### src/rtl/io_port_responder_if.sv
// CPU I/O request/response channel, output-write channel and input-port load strobe.
interface io_port_responder_if;
  logic        req_valid;
  logic        req_ready;
  logic        req_write;
  logic [7:0]  req_device_id;
  logic [31:0] req_wdata;

  logic        resp_valid;
  logic        resp_ready;
  logic [31:0] resp_data;
  logic        resp_err;

  logic        out_valid;
  logic        out_ready;
  logic [7:0]  out_device_id;
  logic [31:0] out_value;

  logic        in_load;
  logic [7:0]  in_load_id;
  logic [31:0] in_load_value;

  modport slave (
    input  req_valid, req_write, req_device_id, req_wdata,
    input  resp_ready, out_ready,
    input  in_load, in_load_id, in_load_value,
    output req_ready, resp_valid, resp_data, resp_err,
    output out_valid, out_device_id, out_value
  );

  modport master (
    output req_valid, req_write, req_device_id, req_wdata,
    output resp_ready, out_ready,
    output in_load, in_load_id, in_load_value,
    input  req_ready, resp_valid, resp_data, resp_err,
    input  out_valid, out_device_id, out_value
  );
endinterface

### src/rtl/io_port_responder.sv
// I/O port responder: reads return input-port bank values through a one-deep
// response stage; writes are queued in an in-order FIFO toward the output sink.
module io_port_responder #(
  parameter int unsigned FIFO_DEPTH = 4,
  parameter int unsigned NUM_IN     = 8
) (
  input  logic                clk,
  input  logic                reset,
  io_port_responder_if.slave  bus
);
  localparam int unsigned PTR_W = (FIFO_DEPTH > 1) ? $clog2(FIFO_DEPTH) : 1;
  localparam int unsigned CNT_W = PTR_W + 1;
  localparam int unsigned IDX_W = (NUM_IN > 1) ? $clog2(NUM_IN) : 1;
  localparam int unsigned ENT_W = 40;

  typedef enum logic {IDLE, RESP} state_e;

  state_e             state_q, state_d;
  logic [31:0]        bank_q [NUM_IN];
  logic [31:0]        bank_d [NUM_IN];
  logic [ENT_W-1:0]   fifo_q [FIFO_DEPTH];
  logic [ENT_W-1:0]   fifo_d [FIFO_DEPTH];
  logic [PTR_W-1:0]   wr_ptr_q, wr_ptr_d, rd_ptr_q, rd_ptr_d;
  logic [CNT_W-1:0]   count_q, count_d;
  logic [31:0]        resp_data_q, resp_data_d;
  logic               resp_err_q, resp_err_d;

  logic full, req_fire, push, pop, rd_hit, load_hit;

  assign full     = (count_q == CNT_W'(FIFO_DEPTH));
  assign req_fire = bus.req_valid && (state_q == IDLE) && !full;
  assign push     = req_fire && bus.req_write;
  assign pop      = (count_q != '0) && bus.out_ready;
  assign rd_hit   = (32'(bus.req_device_id) < NUM_IN);
  assign load_hit = bus.in_load && (32'(bus.in_load_id) < NUM_IN);

  // Next-state: FSM, bank load, FIFO push/pop and read capture
  always_comb begin
    state_d     = state_q;
    bank_d      = bank_q;
    fifo_d      = fifo_q;
    wr_ptr_d    = wr_ptr_q;
    rd_ptr_d    = rd_ptr_q;
    count_d     = count_q;
    resp_data_d = resp_data_q;
    resp_err_d  = resp_err_q;

    if (load_hit) bank_d[IDX_W'(bus.in_load_id)] = bus.in_load_value;

    if (push) begin
      fifo_d[wr_ptr_q] = {bus.req_device_id, bus.req_wdata};
      wr_ptr_d         = wr_ptr_q + PTR_W'(1);
    end
    if (pop) rd_ptr_d = rd_ptr_q + PTR_W'(1);
    if (push && !pop)      count_d = count_q + CNT_W'(1);
    else if (!push && pop) count_d = count_q - CNT_W'(1);

    case (state_q)
      IDLE: begin
        if (req_fire && !bus.req_write) begin
          // Bank is read from the registered copy so a same-cycle load returns the old value
          resp_data_d = rd_hit ? bank_q[IDX_W'(bus.req_device_id)] : 32'h0;
          resp_err_d  = !rd_hit;
          state_d     = RESP;
        end
      end
      RESP: begin
        if (bus.resp_ready) state_d = IDLE;
      end
      default: state_d = IDLE;
    endcase
  end

  always_ff @(posedge clk) begin
    if (reset) begin
      state_q     <= IDLE;
      wr_ptr_q    <= '0;
      rd_ptr_q    <= '0;
      count_q     <= '0;
      resp_data_q <= '0;
      resp_err_q  <= 1'b0;
      for (int i = 0; i < int'(NUM_IN); i++) bank_q[i] <= '0;
      for (int i = 0; i < int'(FIFO_DEPTH); i++) fifo_q[i] <= '0;
    end else begin
      state_q     <= state_d;
      wr_ptr_q    <= wr_ptr_d;
      rd_ptr_q    <= rd_ptr_d;
      count_q     <= count_d;
      resp_data_q <= resp_data_d;
      resp_err_q  <= resp_err_d;
      bank_q      <= bank_d;
      fifo_q      <= fifo_d;
    end
  end

  assign bus.req_ready  = (state_q == IDLE) && !full;
  assign bus.resp_valid = (state_q == RESP);
  assign bus.resp_data  = resp_data_q;
  assign bus.resp_err   = resp_err_q;
  assign bus.out_valid  = (count_q != '0);
  assign {bus.out_device_id, bus.out_value} = fifo_q[rd_ptr_q];
endmodule

### src/flat_wrapper.sv
// flat-port wrapper written by rule: the top's interface ports become plain ports
module io_port_responder_flat 
#(
  parameter int unsigned FIFO_DEPTH = 4,
  parameter int unsigned NUM_IN     = 8
)
  (clk, reset, bus_req_valid, bus_req_write, bus_req_device_id, bus_req_wdata, bus_resp_ready, bus_out_ready, bus_in_load, bus_in_load_id, bus_in_load_value, bus_req_ready, bus_resp_valid, bus_resp_data, bus_resp_err, bus_out_valid, bus_out_device_id, bus_out_value);
  io_port_responder_if bus_i ();
  input  logic clk;
  input  logic reset;
  input wire logic [$bits(bus_i.req_valid)-1:0] bus_req_valid;
  input wire logic [$bits(bus_i.req_write)-1:0] bus_req_write;
  input wire logic [$bits(bus_i.req_device_id)-1:0] bus_req_device_id;
  input wire logic [$bits(bus_i.req_wdata)-1:0] bus_req_wdata;
  input wire logic [$bits(bus_i.resp_ready)-1:0] bus_resp_ready;
  input wire logic [$bits(bus_i.out_ready)-1:0] bus_out_ready;
  input wire logic [$bits(bus_i.in_load)-1:0] bus_in_load;
  input wire logic [$bits(bus_i.in_load_id)-1:0] bus_in_load_id;
  input wire logic [$bits(bus_i.in_load_value)-1:0] bus_in_load_value;
  output wire logic [$bits(bus_i.req_ready)-1:0] bus_req_ready;
  output wire logic [$bits(bus_i.resp_valid)-1:0] bus_resp_valid;
  output wire logic [$bits(bus_i.resp_data)-1:0] bus_resp_data;
  output wire logic [$bits(bus_i.resp_err)-1:0] bus_resp_err;
  output wire logic [$bits(bus_i.out_valid)-1:0] bus_out_valid;
  output wire logic [$bits(bus_i.out_device_id)-1:0] bus_out_device_id;
  output wire logic [$bits(bus_i.out_value)-1:0] bus_out_value;
  assign bus_i.req_valid = bus_req_valid;
  assign bus_i.req_write = bus_req_write;
  assign bus_i.req_device_id = bus_req_device_id;
  assign bus_i.req_wdata = bus_req_wdata;
  assign bus_i.resp_ready = bus_resp_ready;
  assign bus_i.out_ready = bus_out_ready;
  assign bus_i.in_load = bus_in_load;
  assign bus_i.in_load_id = bus_in_load_id;
  assign bus_i.in_load_value = bus_in_load_value;
  assign bus_req_ready = bus_i.req_ready;
  assign bus_resp_valid = bus_i.resp_valid;
  assign bus_resp_data = bus_i.resp_data;
  assign bus_resp_err = bus_i.resp_err;
  assign bus_out_valid = bus_i.out_valid;
  assign bus_out_device_id = bus_i.out_device_id;
  assign bus_out_value = bus_i.out_value;
  io_port_responder #(.FIFO_DEPTH(FIFO_DEPTH), .NUM_IN(NUM_IN)) u_core (.clk(clk), .reset(reset), .bus(bus_i));
endmodule
### config.mk
export PLATFORM = sky130hd
export DESIGN_NAME = io_port_responder_flat
export DESIGN_NICKNAME = d
export VERILOG_FILES = /design/src/rtl/io_port_responder_if.sv /design/src/rtl/io_port_responder.sv /design/src/flat_wrapper.sv
export SDC_FILE = /design/constraint.sdc
export NUM_CORES = 1
export LEC_CHECK = 0
export ABC_AREA = 1
export BUFFER_PORTS_ARGS = -buffer_cell sky130_fd_sc_hd__buf_2
export CAP_MARGIN = 20
export CORE_MARGIN = 4
export CORE_UTILIZATION = 40
export DETAILED_ROUTE_END_ITERATION = 10
export PLACE_DENSITY = 0.6
export SLEW_MARGIN = 10
export SYNTH_ARGS = -nofsm -noshare
export SYNTH_HDL_FRONTEND = slang
export SYNTH_SLANG_ARGS = --single-unit
### constraint.sdc
create_clock -name clk -period 3.15 [get_ports clk]
set_input_delay 0.63 -clock clk [delete_from_list [all_inputs] [get_ports clk]]
set_output_delay 0.63 -clock clk [all_outputs]
set_load 0.02 [all_outputs]
==> impl_results.md <==
* Syn nets at 2958
* Placed Instances at 3464
* Status: finished clean
* Yosys warns at 0
* Achievable clock frequency at between 300 and 400 MHz
* Final setup violating endpoints at 0
* Max-cap viol count at 0
* Post-layout net count at between 2000 and 3000
* Pwr/cell area at 656 nW/um2
* Worst Hold End: u_core.bus.resp_valid
* Clock Latency Late Sink at 0.61 ns
* Setup Total Neg Slack at 0 ns
* CTS buffer count at 51
* Clock Tree Buf Depth at 3
* Hold Crit Start: bus_resp_ready
* Root Buffer: clkbuf_16
* Cell depth of the worst flop-to-flop path at 11
* Distinct cells, synth at 27
* Total Wirelength at 70100 um
* Overall power at 0.0150 W
* Maximum vdd drop at 0.404 mV
* Mapped cell area at 19900 um2
* Buffers on Ports at 162
* Die span in x at 231 um
* Crit-path max FO at 31
* Synth-to-layout area growth at 14.7%
* Crit path launch type: flip-flop
* Drt wl/cell at 19.7 um
* Initial core utilization at 40.6%
* Worst Path Arrival at roughly 2.2 ns
* Share of cells above drive strength 1 at 11.4%
* RSZ-0062 raised after global routing: no
* Initial antenna violation count at 6
* Sequential element share of the synthesized area at between 40% and 50%
* Die height at 231 um
* Max incr delay on CP at between 0.5 and 0.6 ns
* Post-cts sizing count at 0
* Number of post-CTS setup repair buffers at 0
* Slew margin rel. at between 30 and 40%
* Core Box Area at about 49000 um2
* Switching power at ~0.0045 W
* Worst path required time at 2.52 ns
* Clock slew at reported path FFs at 0.06 ns
* Die area at 53500 um2
* Routed vias/inst at 5.74
* Combinational group share of total power at 17.6%
* Critical-path cell list: buf_4, o21ai_0, o22ai_1, buf_2
* 1st-pass router iterations at 5
* Starting DRC count in detailed routing at 2236
* Cell-internal power at between 0.01 and 0.015 W
* Min-delay worst type: in2reg
* Largest net degree at the start of global routing at 195
* # hold bufs at CTS at 0
* I/O pins at 163
* Period utilisation layout at between 90% and 100%
* Hold path depth at 4
* Crit Path Class: reg2out
* Lkg Pwr at 8.89 nW
* First-pass GRT wire length at around 110000 um
* Seq cells post-synth at 457
* R2R Setup Slk at between 1 and 1.5 ns
* Synth area leader: dfxtp_1
* Clk_skew at 0.0222 ns
* Switching power share of the total at 30.0%
* R2r startpoint: u_core.count_q[0]
* Cells after Synth at about 2900
* Post-DP HPWL at 38600 um
* Mapped Avg Cell Area at 6.96 um2
* Clk pwr share at 41.9%
* Cell Rows at 81
* Slew @ Worst Pin at 0.988 ns
* Vias in the first global route at about 20000
* Final routed DRC violation total at 0
* Final hold violation count at 0
* Post-layout util at 46.5%
* Global route overflow at 0
* Routability cong. at 0.800
* Part of the power in registers at 40.5%
* H-tree Lvls at 2
* Crit path time final at 2.85 ns
* Share of the synthesized area in the top cell type at 45.9%
* RR Endpoint: u_core.count_q[2]
* CTS sink count at 457
* Total GRT Usage at between 20% and 30%
* Synth top area cells: dfxtp_1 46%, nand2_1 9.8%, nor2_1 9.6%, o21ai_0 8.2%, a21oi_1 5.0%
* CTS tree: built
* Vias at a little over 20000
* Final non-filler cell total at about 3600
* Final slew viol count at 0
* Hold_ws at 0.268 ns
* Final ANT Viol Nets at 0
* CP max-delay cell: dfxtp_1
* Worst setup EP type: output pin
-- cells in the final DEF (no fill, tap or decap), drive strengths merged --
master,Yosys,final
a211oi,1,1
a21oi,201,201
a31oi,1,1
and2,1,1
buf,66,226
bufinv,0,6
clkbuf,225,78
clkinv,1,7
clkinvlp,0,1
dfxtp,457,457
diode,0,2
fa,1,1
ha,5,5
inv,27,29
nand2,521,521
nand3,202,202
nand3b,1,1
nand4,160,160
nor2,514,514
nor3,98,98
o21ai,343,343
o22ai,40,40
-- synth_stat cells --
library cell	number
a211oi_1	1
a21oi_1	201
a31oi_1	1
and2_1	1
buf_1	16
buf_2	50
clkbuf_1	194
clkbuf_2	31
clkinv_1	1
dfxtp_1	457
fa_1	1
ha_1	5
inv_1	25
inv_2	2
nand2_1	520
nand2_2	1
nand3_1	201
nand3_2	1
nand3b_1	1
nand4_1	160
nor2_1	510
nor2_2	4
nor3_1	97
nor3_2	1
o21ai_0	328
o21ai_1	15
o22ai_1	40
-- worst max-delay path: cells and delay by family (launching register included) --
kind                   cells  cell delay (ns)
buffers and inverters      2             0.65
DFF                        1             0.55
AOI/OAI and AO/OA          2             0.42
-- sequential cells by signal (all words and copies together), names as in the netlist --
name	cells
u_core.wr_ptr_q	2
u_core.bus.resp_valid	1
u_core.fifo_q	160
u_core.count_q	3
u_core.bus.resp_err	1
u_core.rd_ptr_q	2
u_core.bus.resp_data	32
u_core.bank_q	256
-- metal layers --
metal  routed length, um  up-vias  share of wire (%)  track usage (%)
met2               32300      898                 46             40.5
met3                5160      143                7.4             3.98
met1               30600     9792                 44             34.0
met5                  18        -              0.026                0
met4                2030        4                2.9             9.02
li1                    -     9597                  -                -
-- area by class of cell --
class                   count  area [um2]
inverters                  28         113
multi-input cells        2089        9560
clock buffers              78        1510
flip-flops and latches    457        9150
repair buffers            226        1440
well taps                 664         831
diodes                      2        5.00
fillers                  4903       26300
clock inverters            15         268
-- kinds of logic after synthesis --
logic type	Yosys count	synth area share (%)
fa+ha+maj	6	0.414
buf+inv	319	6.51
compound gates	586	15.0
flops	457	45.9
simple gates	1497	32.2
-- worst max path at each step --
stage | from | endpoint | cells after the start
6_report | u_core.rd_ptr_q[1] | bus_out_value[26] | 4
5_1_grt | u_core.rd_ptr_q[1] | bus_out_value[7] | 4
4_1_cts | u_core.rd_ptr_q[1] | bus_out_device_id[6] | 5
3_5_place_dp | bus_req_valid | u_core.count_q[2] | 12
3_3_place_gp | bus_req_valid | u_core.count_q[2] | 12
2_1_floorplan | bus_req_valid | u_core.count_q[2] | 11
-- per-stage QoR --
| step | area, um2 | setup slack (ns) |
|---|---|---|
| final | 22900 | 0.299 |
| after global routing | 22900 | 0.151 |
| after global placement | 21100 | 0.668 |
| after detailed placement | 21100 | 0.756 |
| after CTS | 22900 | 0.291 |
| after floorplan | 19900 | 1.06 |
-- power by group through the flow --
stage	combinational (W)	sequential (W)	clock, W
finish	0.00264	0.00607	0.00629
global route	0.00286	0.00609	0.00664
CTS	0.00263	0.00607	0.00641
detailed placement	0.00262	0.00619	0
global placement	0.00260	0.00619	0
floorplan	0.00169	0.00615	0
(Power assumes the default switching activity.)
